File: src/rtl/cnn_pkg.sv
// Shared CNN types: drain FSM state encoding and checksum width.
package cnn_pkg;

  localparam int CHECKSUM_W = 32;

  typedef enum logic [2:0] {
    ST_IDLE  = 3'd0,
    ST_REQ   = 3'd1,
    ST_GAP   = 3'd2,
    ST_FLUSH = 3'd3,
    ST_DONE  = 3'd4
  } drain_state_t;

endpackage

File: src/rtl/sync_fifo.sv
// Generic synchronous FIFO with wrap-bit pointers.
// Head is visible combinationally; push ignored when full, pop ignored when empty.
module sync_fifo #(
  parameter int WIDTH = 16,
  parameter int DEPTH = 4
) (
  input  logic             clk,
  input  logic             rst_n,
  input  logic             push,
  input  logic [WIDTH-1:0] push_dat,
  input  logic             pop,
  output logic             full,
  output logic             empty,
  output logic [WIDTH-1:0] head_dat
);

  localparam int AW = $clog2(DEPTH);

  logic [WIDTH-1:0] mem [DEPTH];
  logic [AW:0]      wr_ptr;
  logic [AW:0]      rd_ptr;
  logic             do_push;
  logic             do_pop;

  assign empty    = (wr_ptr == rd_ptr);
  assign full     = (wr_ptr[AW] != rd_ptr[AW]) && (wr_ptr[AW-1:0] == rd_ptr[AW-1:0]);
  assign do_push  = push && !full;
  assign do_pop   = pop && !empty;
  // Head reads zero when empty so downstream never sees stale storage.
  assign head_dat = empty ? '0 : mem[rd_ptr[AW-1:0]];

  always_ff @(posedge clk or negedge rst_n) begin
    if (!rst_n) begin
      wr_ptr <= '0;
      rd_ptr <= '0;
    end else begin
      if (do_push) wr_ptr <= wr_ptr + (AW+1)'(1);
      if (do_pop)  rd_ptr <= rd_ptr + (AW+1)'(1);
    end
  end

  always_ff @(posedge clk) begin
    if (do_push) mem[wr_ptr[AW-1:0]] <= push_dat;
  end

endmodule

File: src/rtl/result_drain.sv
// Drains the CNN result buffer into a valid/ready stream with last, count and checksum.
// One request per two cycles at best; a full skid FIFO or empty buffer stalls requests.
module result_drain
  import cnn_pkg::*;
#(
  parameter int RESULT_BUFFER_WIDTH = 16,
  parameter int COUNT_WIDTH         = 8,
  parameter int FIFO_DEPTH          = 4,
  parameter int CHECKSUM_WIDTH      = CHECKSUM_W
) (
  input  logic                           clk,
  input  logic                           reset,
  input  logic                           start,
  input  logic [COUNT_WIDTH-1:0]         out_count,
  input  logic [RESULT_BUFFER_WIDTH-1:0] result_buffer_out,
  input  logic                           result_buffer_empty,
  input  logic                           result_buffer_valid,
  output logic                           result_buffer_read_enable,
  output logic [RESULT_BUFFER_WIDTH-1:0] out_data,
  output logic                           out_valid,
  input  logic                           out_ready,
  output logic                           out_last,
  output logic                           busy,
  output logic                           done,
  output logic [CHECKSUM_WIDTH-1:0]      checksum,
  output logic                           spurious_valid
);

  drain_state_t             state_q, state_d;
  logic [COUNT_WIDTH-1:0]   rem_req_q;
  logic [COUNT_WIDTH-1:0]   rem_out_q;
  logic                     rd_en_q, rd_en_d;
  logic [CHECKSUM_WIDTH-1:0] csum_q;
  logic                     spur_q;
  logic                     fifo_full, fifo_empty;
  logic                     capture, xfer, start_acc, out_drained, can_req;

  assign capture     = rd_en_q && result_buffer_valid;
  assign xfer        = out_valid && out_ready;
  assign start_acc   = start && (state_q == ST_IDLE);
  // True when the stream is finished by the end of this cycle.
  assign out_drained = (rem_out_q == '0) || ((rem_out_q == COUNT_WIDTH'(1)) && xfer);
  assign can_req     = !result_buffer_empty && !fifo_full && (rem_req_q != '0);

  sync_fifo #(
    .WIDTH (RESULT_BUFFER_WIDTH),
    .DEPTH (FIFO_DEPTH)
  ) u_fifo (
    .clk      (clk),
    .rst_n    (reset),
    .push     (capture),
    .push_dat (result_buffer_out),
    .pop      (xfer),
    .full     (fifo_full),
    .empty    (fifo_empty),
    .head_dat (out_data)
  );

  always_comb begin
    state_d = state_q;
    rd_en_d = 1'b0;
    unique case (state_q)
      ST_IDLE: begin
        // A zero-length drain passes through FLUSH so its done pulse lands
        // two cycles after start, the same offset a finished stream gets.
        if (start) state_d = ST_FLUSH;
        if (start && (out_count != '0)) state_d = ST_REQ;
      end
      ST_REQ: begin
        rd_en_d = can_req && !capture;
        if (capture) state_d = ST_GAP;
      end
      ST_GAP: begin
        // Pre-arm the request so it is already high on the REQ cycle.
        rd_en_d = can_req;
        if (rem_req_q != '0) state_d = ST_REQ;
        else if (out_drained) state_d = ST_DONE;
        else state_d = ST_FLUSH;
      end
      ST_FLUSH: if (out_drained) state_d = ST_DONE;
      ST_DONE:  state_d = ST_IDLE;
      default:  state_d = ST_IDLE;
    endcase
  end

  always_ff @(posedge clk or negedge reset) begin
    if (!reset) begin
      state_q   <= ST_IDLE;
      rd_en_q   <= 1'b0;
      rem_req_q <= '0;
      rem_out_q <= '0;
      csum_q    <= '0;
      spur_q    <= 1'b0;
    end else begin
      state_q <= state_d;
      rd_en_q <= rd_en_d;
      if (start_acc) begin
        rem_req_q <= out_count;
        rem_out_q <= out_count;
        csum_q    <= '0;
        spur_q    <= 1'b0;
      end else begin
        if (capture && (rem_req_q != '0)) rem_req_q <= rem_req_q - COUNT_WIDTH'(1);
        if (xfer && (rem_out_q != '0))    rem_out_q <= rem_out_q - COUNT_WIDTH'(1);
        if (capture) csum_q <= csum_q + CHECKSUM_WIDTH'(result_buffer_out);
      end
      if (result_buffer_valid && !rd_en_q) spur_q <= 1'b1;
    end
  end

  assign result_buffer_read_enable = rd_en_q;
  assign out_valid      = !fifo_empty;
  assign out_last       = out_valid && (rem_out_q == COUNT_WIDTH'(1));
  assign busy           = (state_q != ST_IDLE);
  assign done           = (state_q == ST_DONE);
  assign checksum       = csum_q;
  assign spurious_valid = spur_q;

endmodule
File: config.mk
export PLATFORM = sky130hd
export DESIGN_NAME = result_drain
export DESIGN_NICKNAME = d
export VERILOG_FILES = /design/src/rtl/cnn_pkg.sv /design/src/rtl/sync_fifo.sv /design/src/rtl/result_drain.sv
export SDC_FILE = /design/constraint.sdc
export NUM_CORES = 1
export LEC_CHECK = 0
export ABC_AREA = 1
export BUFFER_PORTS_ARGS = -buffer_cell sky130_fd_sc_hd__buf_2
export CELL_PAD_IN_SITES_DETAIL_PLACEMENT = 1
export CELL_PAD_IN_SITES_GLOBAL_PLACEMENT = 1
export CORE_MARGIN = 2
export CORE_UTILIZATION = 49
export CTS_BUF_LIST = sky130_fd_sc_hd__clkbuf_8
export CTS_CLUSTER_SIZE = 10
export DETAILED_ROUTE_END_ITERATION = 8
export PLACE_DENSITY_LB_ADDON = 0.2
export SKIP_LAST_GASP = 1
export SYNTH_ARGS = -nofsm -noshare
export SYNTH_HDL_FRONTEND = slang
export SYNTH_HIERARCHICAL = 1
export SYNTH_SLANG_ARGS = --single-unit
File: constraint.sdc
create_clock -name clk -period 5.65 [get_ports clk]
set_input_delay 0.2825 -clock clk [delete_from_list [all_inputs] [get_ports clk]]
set_output_delay 0.2825 -clock clk [all_outputs]
set_load 0.02 [all_outputs]
==> results.py, run 1 <==
metrics = {
    "run_status": {
        "status": "finished, final reports clean",
    },
    "power": {
        "ir_drop_mv": 0.206,
        "leakage_nw": 4.04,
        "power_density_nw_per_um2": 510,
        "fin_total_pwr_mw": 4.13,
    },
    "worst_setup_path": {
        "cp_max_fo": 36,
        "rr_worst_depth": 10,
        "critPathMaxStageDelay_ps": 1080,
        "timing.rr.end": "rem_out_q[4]",
        "crit_chain": "inv_2 -> nand2_1 -> nand2_2 -> nand3_4 -> inv_1 -> nor2_1 -> nand2_1 -> nor2_1 -> nand4_1 -> nand3_1",
        "endpoint_kind": "register",
        "critPathArrivalTime_ps": 3360,
        "cp_data_required_time_ps": 6020,
        "rr_startpoint": "u_fifo/rd_ptr[1]",
        "r2r_setup_slack_ps": 2660,
        "cp_slowest_cell": "dfrtp_1",
        "startpoint_type": "register",
        "worstSetupPathType": "register to register",
    },
    "finish": {
        "nFillCells": 1829,
        "final_core_util_pct": 56.4,
        "final_nets": 1049,
        "drive_gt1_share_pct": 14.0,
        "n_antenna_cell": 0,
        "area_growth_pct": 13.4,
        "final_cells": 1189,
        "multi_input_area_um2": 3110,
        "seq_area_um2": 3400,
    },
    "synth": {
        "yosysWarnings": 6,
        "netlist.area_leader.share_pct": 26.9,
        "synth_top_area_cell": "edfxtp_1",
        "syn_area_per_cell_um2": 7.90,
        "seq_area_frac_synth_pct": 47.6,
        "synthTopCellsByArea": "edfxtp_1 27%, dfrtp_1 21%, nand2_1 14%",
        "synth_seq_cells": 123,
        "synth_common_cells": "262 x nand2_1, 130 x nor2_1, 115 x inv_1, 64 x edfxtp_1, 59 x dfrtp_1",
        "netlist_instances": 904,
        "synth-edff-count": 64,
        "yosysMostFrequentCell": "nand2_1",
        "synth.distinct_cells": 39,
        "yosys_most_used_dff": "edfxtp_1",
        "synth_area_um2": 7140,
        "syn_nets": 961,
        "async_flop_share_pct": 48.0,
    },
    "routing": {
        "wl_um": 20700,
        "viasPerCell": 5.33,
        "dr.pass1.iters": 4,
        "drc": 0,
        "avgRoutedWirePerCell_um": 17.4,
        "drt_iter0_markers": 363,
        "ant_nets": 0,
        "num_vias": 6341,
    },
    "floorplan": {
        "core_area_um2": 14400,
        "die_y_um": 125,
        "ios": 84,
        "row_count": 44,
        "dieArea_um2": 15600,
        "die_w_um": 125,
        "start_util_pct": 49.7,
    },
    "global_routing": {
        "globalRouteTotalUtil_pct": 27.1,
        "antenna_found_initial": 0,
        "grt_pass1_wl_um": 33100,
        "grt_pass1_vias": 6571,
        "grt_max_degree": 60,
        "grt_overflow": 0,
    },
    "clocking": {
        "insertion_delay_ps": 440,
        "h-tree-depth": 4,
        "cts_max_path_buffers": 2,
        "post_cts_buffers": 0,
        "cts.sinks": 123,
        "cts_resized": 0,
        "ctsHoldBuffers": 0,
        "clockRootBuffer": "clkbuf_8",
        "clk_pin_slew_ps": 80,
        "numCtsBuffers": 17,
        "cts_tree": "yes",
    },
    "placed_design": {
        "hpwl_um": 15200,
        "dp_cells": 1157,
        "port_buffers": 83,
        "dp_slack_ps": 2740,
        "place_congestion": 0.858,
    },
    "sta": {
        "fmax_mhz": 335,
        "finalCritPeriodShare_pct": 52.9,
        "setup_tns_ps": 0,
        "fin_ws_ps": 2660,
        "slew_viol_final": 0,
        "rsz0062_at_grt": "no",
        "slew_headroom_pct": 25.5,
        "worst_slew_pin_slew_ps": 1120,
        "fin_crit_ps": 2990,
        "setup_viol": 0,
        "skew_ps": 13.7,
        "final_hold_viol_count": 0,
    },
    "job": {
        "drv_cap": 0,
    },
    "worst_hold_path": {
        "hold_path_class": "input pin to async pin",
    },
}
[worst max path at each step]
stage                     cells past startpoint          endpoint  slack, ps                       from
after floorplan                               5  u_fifo/mem[0][0]       3410  result_buffer_read_enable
after global placement                       10      rem_out_q[4]       2930           u_fifo/rd_ptr[1]
after detailed placement                     10      rem_out_q[4]       2740           u_fifo/rd_ptr[1]
after CTS                                    10      rem_out_q[4]       2690           u_fifo/rd_ptr[1]
after global routing                         10      rem_out_q[4]       2420           u_fifo/rd_ptr[1]
final                                        10      rem_out_q[4]       2660           u_fifo/rd_ptr[1]
[critical path, delay by kind of cell, from the launching register on]
family                 cells  cell delay [ps]
flip-flops                 1             1080
buffers and inverters      2              140
AND/OR/NAND/NOR            8             1680
[through the flow]
| step | hold WS (ps) | instance area [um2] |
|---|---|---|
| after floorplan | -13.1 | 7140 |
| after global placement | 468 | 7660 |
| after detailed placement | 485 | 7660 |
| after CTS | 11.4 | 8100 |
| after global routing | 36.3 | 8100 |
| final | 16.0 | 8100 |
[layer usage]
| metal | vias up | part of all wire [%] | track usage [%] |
|---|---|---|---|
| met5 | - | 0 | 0 |
| li1 | 3081 | - | - |
| met1 | 3078 | 45 | 34.6 |
| met2 | 146 | 49 | 46.8 |
| met3 | 36 | 3.9 | 4.42 |
| met4 | 0 | 2.2 | 9.45 |
[cells by family after synthesis]
logic type	after synthesis	synth area share, %
compound gates	117	8.88
xor+xnor	11	1.35
fa+ha+maj	27	4.84
buf+inv	142	8.92
flops	123	47.6
simple gates	484	28.4
[state kept, by name, indices dropped and copies added (netlist names)]
| name | cells |
|---|---|
| checksum | 32 |
| rem_out_q | 8 |
| rem_req_q | 8 |
| result_buffer_read_enable | 1 |
| spurious_valid | 1 |
| state_q | 3 |
| u_fifo/mem | 64 |
| u_fifo/rd_ptr | 3 |
| u_fifo/wr_ptr | 3 |
[cell type report]
cell class,instances,area share [%]
flip-flops and latches,123,42.0
well taps,184,2.84
clock buffers,17,2.89
inverters,122,5.72
clock inverters,15,2.55
multi-input cells,639,38.4
repair buffers,89,5.69
[cells in the final DEF, fill, tap and decap left out, types with 17 or more instances in the layout]
master    synthesis  routed
nand2_1         262     262
nor2_1          130     130
inv_1           115     118
buf_2             7      83
edfxtp_1         64      64
dfrtp_1          59      59
nand3_1          51      51
o21ai_0          51      51
a21oi_1          26      26
ha_1             26      26
o21ai_1          23      23
clkbuf_8          0      17
[where the power goes]
group          leakage [nW]  switching (mW)  internal (mW)
Combinational          2.48            1.37          0.602
Clock                 0.225           0.362          0.519
Sequential             1.34           0.164           1.12
Note: power is estimated with default switching activity, not from simulation.
==> inputs of run 2 (changes only) <==
Settings changed: CORE_UTILIZATION 49 to 45.
Clock period 5.65 ns to 3.12 ns, I/O delays scaled along.
==> run 2 against run 1 <==
Against the previous run:
- via count down 1.0%
- maximum frequency is 23% higher
- first-iteration DRC count decreased by 31%
- hold slack better by 2.8 ps
- register-to-register slack got worse by 2000 ps
- flip-flop and latch count unchanged
- die area increased by 8.6%
- clock skew about the same
- clock-buffer cell count unchanged
- non-clock buffer count is 24 higher
- global-route usage shrank 1.9 points
==> results.py, run 2 (synthesized netlist as in run 1, its figures left out) <==
metrics = {
    "run_status": {
        "status": "finished, final reports clean",
    },
    "finish": {
        "final_common_cell": "nand2_1",
        "area_growth_pct": 17.0,
        "n_antenna_cell": 0,
        "final_area_um2": 8360,
        "drive_gt1_share_pct": 14.4,
        "final_core_util_pct": 53.2,
        "final_cells": 1245,
        "mostFrequentLayoutCells": "262 x nand2_1, 130 x nor2_1, 115 x inv_1",
        "largest_reg_flops": 64,
        "final_nets": 1073,
    },
    "worst_setup_path": {
        "cp_data_required_time_ps": 3500,
        "cp_max_fo": 34,
        "endpoint_kind": "register",
        "worstSetupPathType": "register to register",
        "path_delay_family": "simple AND/OR/NAND/NOR gates",
        "critPathMaxStageDelay_ps": 460,
        "cp_slowest_cell": "dfrtp_1",
        "crit_buf_inv": 2,
        "crit_chain": "inv_6 -> nand2_4 -> nand2_4 -> nand3_4 -> inv_1 -> nor2_1 -> nand2_1 -> nor2_1 -> nand4_1 -> nand3_1",
        "crit_cells": 10,
        "critPathArrivalTime_ps": 2810,
        "rr_worst_depth": 10,
        "startpoint_type": "register",
    },
    "sta": {
        "rsz0062_at_grt": "no",
        "final_hold_viol_count": 0,
        "fin_crit_ps": 2420,
        "slew_headroom_pct": 44.0,
        "slew_viol_final": 0,
        "finalCritPeriodShare_pct": 77.7,
        "skew_ps": 14.2,
        "setup_tns_ps": 0,
        "fmax_mhz": 412,
        "worst_slew_pin_slew_ps": 840,
        "setup_viol": 0,
    },
    "floorplan": {
        "die_y_um": 130,
        "row_count": 46,
        "start_util_pct": 45.5,
        "core_area_um2": 15700,
        "die_w_um": 130,
        "dieArea_um2": 16900,
        "ios": 84,
    },
    "clocking": {
        "numCtsBuffers": 17,
        "cts_max_path_buffers": 2,
        "clockRootBuffer": "clkbuf_8",
        "cts_tree": "yes",
        "cts.sinks": 123,
        "h-tree-depth": 4,
        "post_cts_buffers": 0,
        "insertion_delay_ps": 450,
        "clk_pin_slew_ps": 80,
    },
    "global_routing": {
        "antenna_found_initial": 0,
        "grt_pass1_wl_um": 32600,
        "grt_pass1_vias": 6427,
        "grt_overflow": 0,
        "globalRouteTotalUtil_pct": 25.2,
        "grt_max_degree": 35,
    },
    "routing": {
        "viasPerCell": 5.04,
        "ant_nets": 0,
        "num_vias": 6276,
        "wl_um": 20300,
        "drt_iter0_markers": 249,
        "dr.pass1.iters": 4,
        "drc": 0,
        "avgRoutedWirePerCell_um": 16.3,
    },
    "placed_design": {
        "dp_cells": 1193,
        "placed_cell_area_um2": 7730,
        "port_buffers": 83,
        "hpwl_um": 15000,
        "place_congestion": 0.868,
    },
    "job": {
        "drv_cap": 0,
    },
    "power": {
        "fin_total_pwr_mw": 7.41,
        "ir_drop_mv": 0.363,
        "leakage_nw": 4.13,
        "power_density_nw_per_um2": 886,
    },
    "worst_hold_path": {
        "hold_path_class": "input pin to register",
        "holdPathStages": 3,
    },
}
==> run 2: cell count changes in the layout (fill, tap and decap cells not counted) <==
cell,before,now
clkinv_4,0,3
buf_4,6,10
clkinv_2,1,2
inv_1,118,115
dlygate4sd3_1,0,20
bufinv_16,5,4
==> run 2: what timing repair did <==
| action | 4_1_cts | 5_1_grt |
|---|---|---|
| resized for setup | 0 | 0 |
| hold buffers | 20 | 0 |
| endpoints found under the hold margin | 86 | 0 |
==> run 2: power breakdown <==
part / switching, mW / total [mW] / internal, mW
logic: 2.44 / 3.55 / 1.11
registers: 0.255 / 2.28 / 2.03
clock network: 0.699 / 1.57 / 0.870
==> run 2: tightest hold or removal path, stage by stage <==
cell and delay (ps):
buf_2 90, nand2_1 90, nand3_1 90
==> run 2: final timing paths <==
check,start,endpoint,slack (ps)
setup / recovery,u_fifo/rd_ptr[0],rem_out_q[4],700
hold / removal,out_count[3],rem_out_q[3],20
setup reg to reg,u_fifo/rd_ptr[0],rem_out_q[4],700
hold reg to reg,result_buffer_read_enable,spurious_valid,490
max in group asynchronous,reset,checksum[13],2030
min in group asynchronous,reset,checksum[31],340
==> run 2: layout make-up <==
class | instances | area (um2)
clock inverter | 15 | 196
timing repair buffer | 113 | 691
tap | 216 | 270
sequential | 123 | 3400
inverter | 122 | 463
clock buffer | 17 | 234
multi-input combinational | 639 | 3110
fill | 1987 | 7350
==> run 2: metal layers <==
metal	global-route usage, %	share of wire, %
met1	31.4	46
met5	0	0
met3	4.67	2.8
met2	44.9	50
met4	7.15	1.5
==> run 2: metrics by stage <==
step	worst slack [ps]	hold slack [ps]
6_report	695	18.8
5_1_grt	443	4.01
4_1_cts	693	0.746
3_5_place_dp	712	299
3_3_place_gp	844	290
2_1_floorplan	876	-140
==> inputs of run 3 (changes only) <==
Settings changed: ABC_AREA 1 to 0, CORE_UTILIZATION 45 to 48.
Clock period 3.12 ns to 2.35 ns, I/O delays scaled along.
==> run 3 against run 2 <==
Against the previous run:
- synthesized area shrank 5.3%
- the flow now finishes with violations (setup timing)
- final area is 2.0% lower
- register-to-register slack lost 710 ps
- utilization grew 6.0 points
- clock power grew 10%
- global-route usage up 0.10 points
- hold slack improved by 50 ps
- highest routed layer unchanged
- sequential share of layout area grew 0.88 points
- die area shrank 11%
- combinational power up 37%
- sequential power grew 39%
==> results.py, run 3 <==
metrics = {
    "synth": {
        "seq_area_frac_synth_pct": 50.2,
        "netlist.area_leader.share_pct": 28.4,
        "synth_area_um2": 6760,
        "yosysMostFrequentCell": "edfxtp_1",
        "yosys_most_used_dff": "edfxtp_1",
        "yosysWarnings": 6,
        "synth_common_cells": "64 x edfxtp_1, 60 x nand2_1, 59 x dfrtp_1, 45 x a21oi_1, 29 x nor2_1",
        "synth-edff-count": 64,
        "async_flop_share_pct": 48.0,
        "netlist_instances": 578,
        "syn_area_per_cell_um2": 11.7,
        "synth_seq_cells": 123,
        "synth_top_area_cell": "edfxtp_1",
        "syn_nets": 635,
        "synth.distinct_cells": 75,
        "synthTopCellsByArea": "edfxtp_1 28%, dfrtp_1 22%, ha_1 4.8%",
    },
    "floorplan": {
        "dieArea_um2": 15100,
        "core_area_um2": 13800,
        "die_y_um": 123,
        "die_w_um": 123,
        "start_util_pct": 48.9,
        "row_count": 43,
        "ios": 84,
    },
    "sta": {
        "holdWs_ps": 69.1,
        "rsz0062_at_grt": "yes",
        "fin_crit_ps": 2360,
        "final_hold_viol_count": 0,
        "fmax_mhz": 423,
        "setup_viol": 2,
        "slew_headroom_pct": 36.3,
        "slew_viol_final": 0,
        "fin_ws_ps": -14.9,
        "finalCritPeriodShare_pct": 101,
        "skew_ps": 10.5,
        "worst_slew_pin_slew_ps": 956,
    },
    "power": {
        "power.share.sequential_pct": 32.4,
        "leakage_nw": 3.43,
        "p_sw_mw": 4.05,
        "combPwrFrac_pct": 49.9,
        "switching_share_pct": 41.5,
        "fin_total_pwr_mw": 9.75,
        "power_density_nw_per_um2": 1190,
        "internal_power_mw": 5.70,
        "ir_drop_mv": 0.483,
        "clockPowerShare_pct": 17.7,
    },
    "finish": {
        "area_growth_pct": 21.1,
        "mostFrequentLayoutCells": "83 x buf_2, 64 x edfxtp_1, 60 x nand2_1",
        "final_common_cell": "buf_2",
        "seq_area_um2": 3400,
        "drive_gt1_share_pct": 26.2,
        "nFillCells": 1466,
        "n_antenna_cell": 0,
        "final_nets": 776,
        "multi_input_area_um2": 3180,
        "largest_reg_flops": 64,
    },
    "routing": {
        "avgRoutedWirePerCell_um": 19.4,
        "drc": 0,
        "route.met3.wl_um": 677,
        "dr.pass1.iters": 5,
        "wl_um": 17700,
        "wl_met2_um": 8980,
        "viasPerCell": 5.68,
        "drt_iter0_markers": 271,
        "dr.max_layer_used": "met4",
        "num_vias": 5184,
        "drt-met1-wl_um": 7680,
        "ant_nets": 0,
    },
    "clocking": {
        "clockRootBuffer": "clkbuf_8",
        "cts_tree": "yes",
        "h-tree-depth": 4,
        "insertion_delay_ps": 450,
        "numCtsBuffers": 17,
        "cts_max_path_buffers": 2,
        "clk_pin_slew_ps": 70,
        "cts.sinks": 123,
    },
    "worst_setup_path": {
        "rr_worst_depth": 9,
        "cp_max_fo": 6,
        "cp-endpoint": "checksum[26]",
        "rr_startpoint": "checksum[0]",
        "timing.rr.end": "checksum[26]",
        "startpoint_type": "register",
        "r2r_setup_slack_ps": -10,
        "worstSetupPathType": "register to register",
        "endpoint_kind": "register",
        "critPathArrivalTime_ps": 2690,
        "crit_start": "checksum[0]",
        "cp_data_required_time_ps": 2670,
    },
    "worst_hold_path": {
        "min_from": "start",
        "hold_path_class": "input pin to register",
        "holdPathStages": 3,
    },
    "placed_design": {
        "port_buffers": 83,
        "hpwl_um": 12200,
        "dp_slack_ps": -67.8,
        "place_congestion": 0.823,
    },
    "global_routing": {
        "grt_overflow": 0,
        "globalRouteTotalUtil_pct": 25.3,
        "antenna_found_initial": 0,
        "grt_pass1_vias": 5624,
        "grt_max_degree": 60,
        "grt_pass1_wl_um": 28900,
    },
    "run_status": {
        "violations": "setup timing",
        "status": "complete, but fails checks",
    },
    "job": {
        "drv_cap": 0,
    },
}
-- run 3: cell count changes in the layout (fill, tap and decap cells not counted), sizes merged, moves of 18 or more --
cell,delta
xnor2,+19
nand2,-209
nor2,-104
a21oi,+20
o21ai,-49
nor2b,+18
buf,+26
nand3,-36
inv,-101
-- run 3: worst min-delay path by stage --
stage	to	slack [ps]
detailed placement	u_fifo/rd_ptr[0]	360
global route	state_q[0]	50
global placement	u_fifo/rd_ptr[1]	340
finish	state_q[0]	70
CTS	u_fifo/mem[2][0]	-90
floorplan	checksum[0]	-180
-- run 3: what timing repair did --
action / 4_1_cts / 5_1_grt
endpoints found under the setup margin: 7 / 22
hold buffers: 26 / 1
gates resized for setup: 2 / 10
buffers inserted: 1 / 0
gates cloned: 0 / 1
endpoints found under the hold margin: 141 / 4
pin swaps: 1 / 6
-- run 3: cell type report --
| class | instances | share of cell area, % |
|---|---|---|
| multi-input cells | 413 | 38.8 |
| clock inverters | 15 | 1.48 |
| repair buffers | 146 | 11.8 |
| flip-flops and latches | 123 | 41.5 |
| clock buffers | 17 | 2.86 |
| well taps | 180 | 2.75 |
| inverters | 18 | 0.825 |
-- run 3: cells by family after synthesis --
family / share of synthesized area, %
AND/OR/NAND/NOR: 16.6
flip-flops: 50.2
adder cells (fa/ha/maj): 5.11
XOR/XNOR: 5.00
buffers and inverters: 3.39
AO/OA/AOI/OAI: 12.6
multiplexers: 7.05
-- run 3: critical path, stage by stage, from the launching register on --
cell	delay, ps
dfrtp_2	430
ha_4	170
fa_2	340
a21o_1	220
a221oi_4	330
o211ai_2	130
a41oi_2	260
buf_4	190
or3_2	110
a21oi_1	50
-- run 3: layer usage --
metal  up-vias  GRT usage, %
met5         -             0
met4         0          8.69
met3        22          5.90
met2       111          44.1
met1      2624          30.7
li1       2427             -
-- run 3: power groups by stage --
stage	logic, mW	clock network (mW)	registers (mW)
detailed placement	4.75	0	3.18
global placement	4.58	0	3.14
floorplan	3.30	0	3.26
finish	4.86	1.73	3.16
CTS	4.86	1.76	3.14
global route	5.35	1.87	3.22
-- run 3: metrics by stage --
| step | setup TNS (ps) | instances | util (%) | cell area (um2) |
|---|---|---|---|---|
| final | -21.5 | 912 | 59.2 | 8190 |
| after global routing | -771 | 912 | 59.2 | 8190 |
| after CTS | -11.9 | 910 | 58.9 | 8150 |
| after detailed placement | -352 | 851 | 54.3 | 7510 |
| after global placement | -34.2 | 851 | 54.3 | 7510 |
| after floorplan | 0 | 578 | - | 6770 |
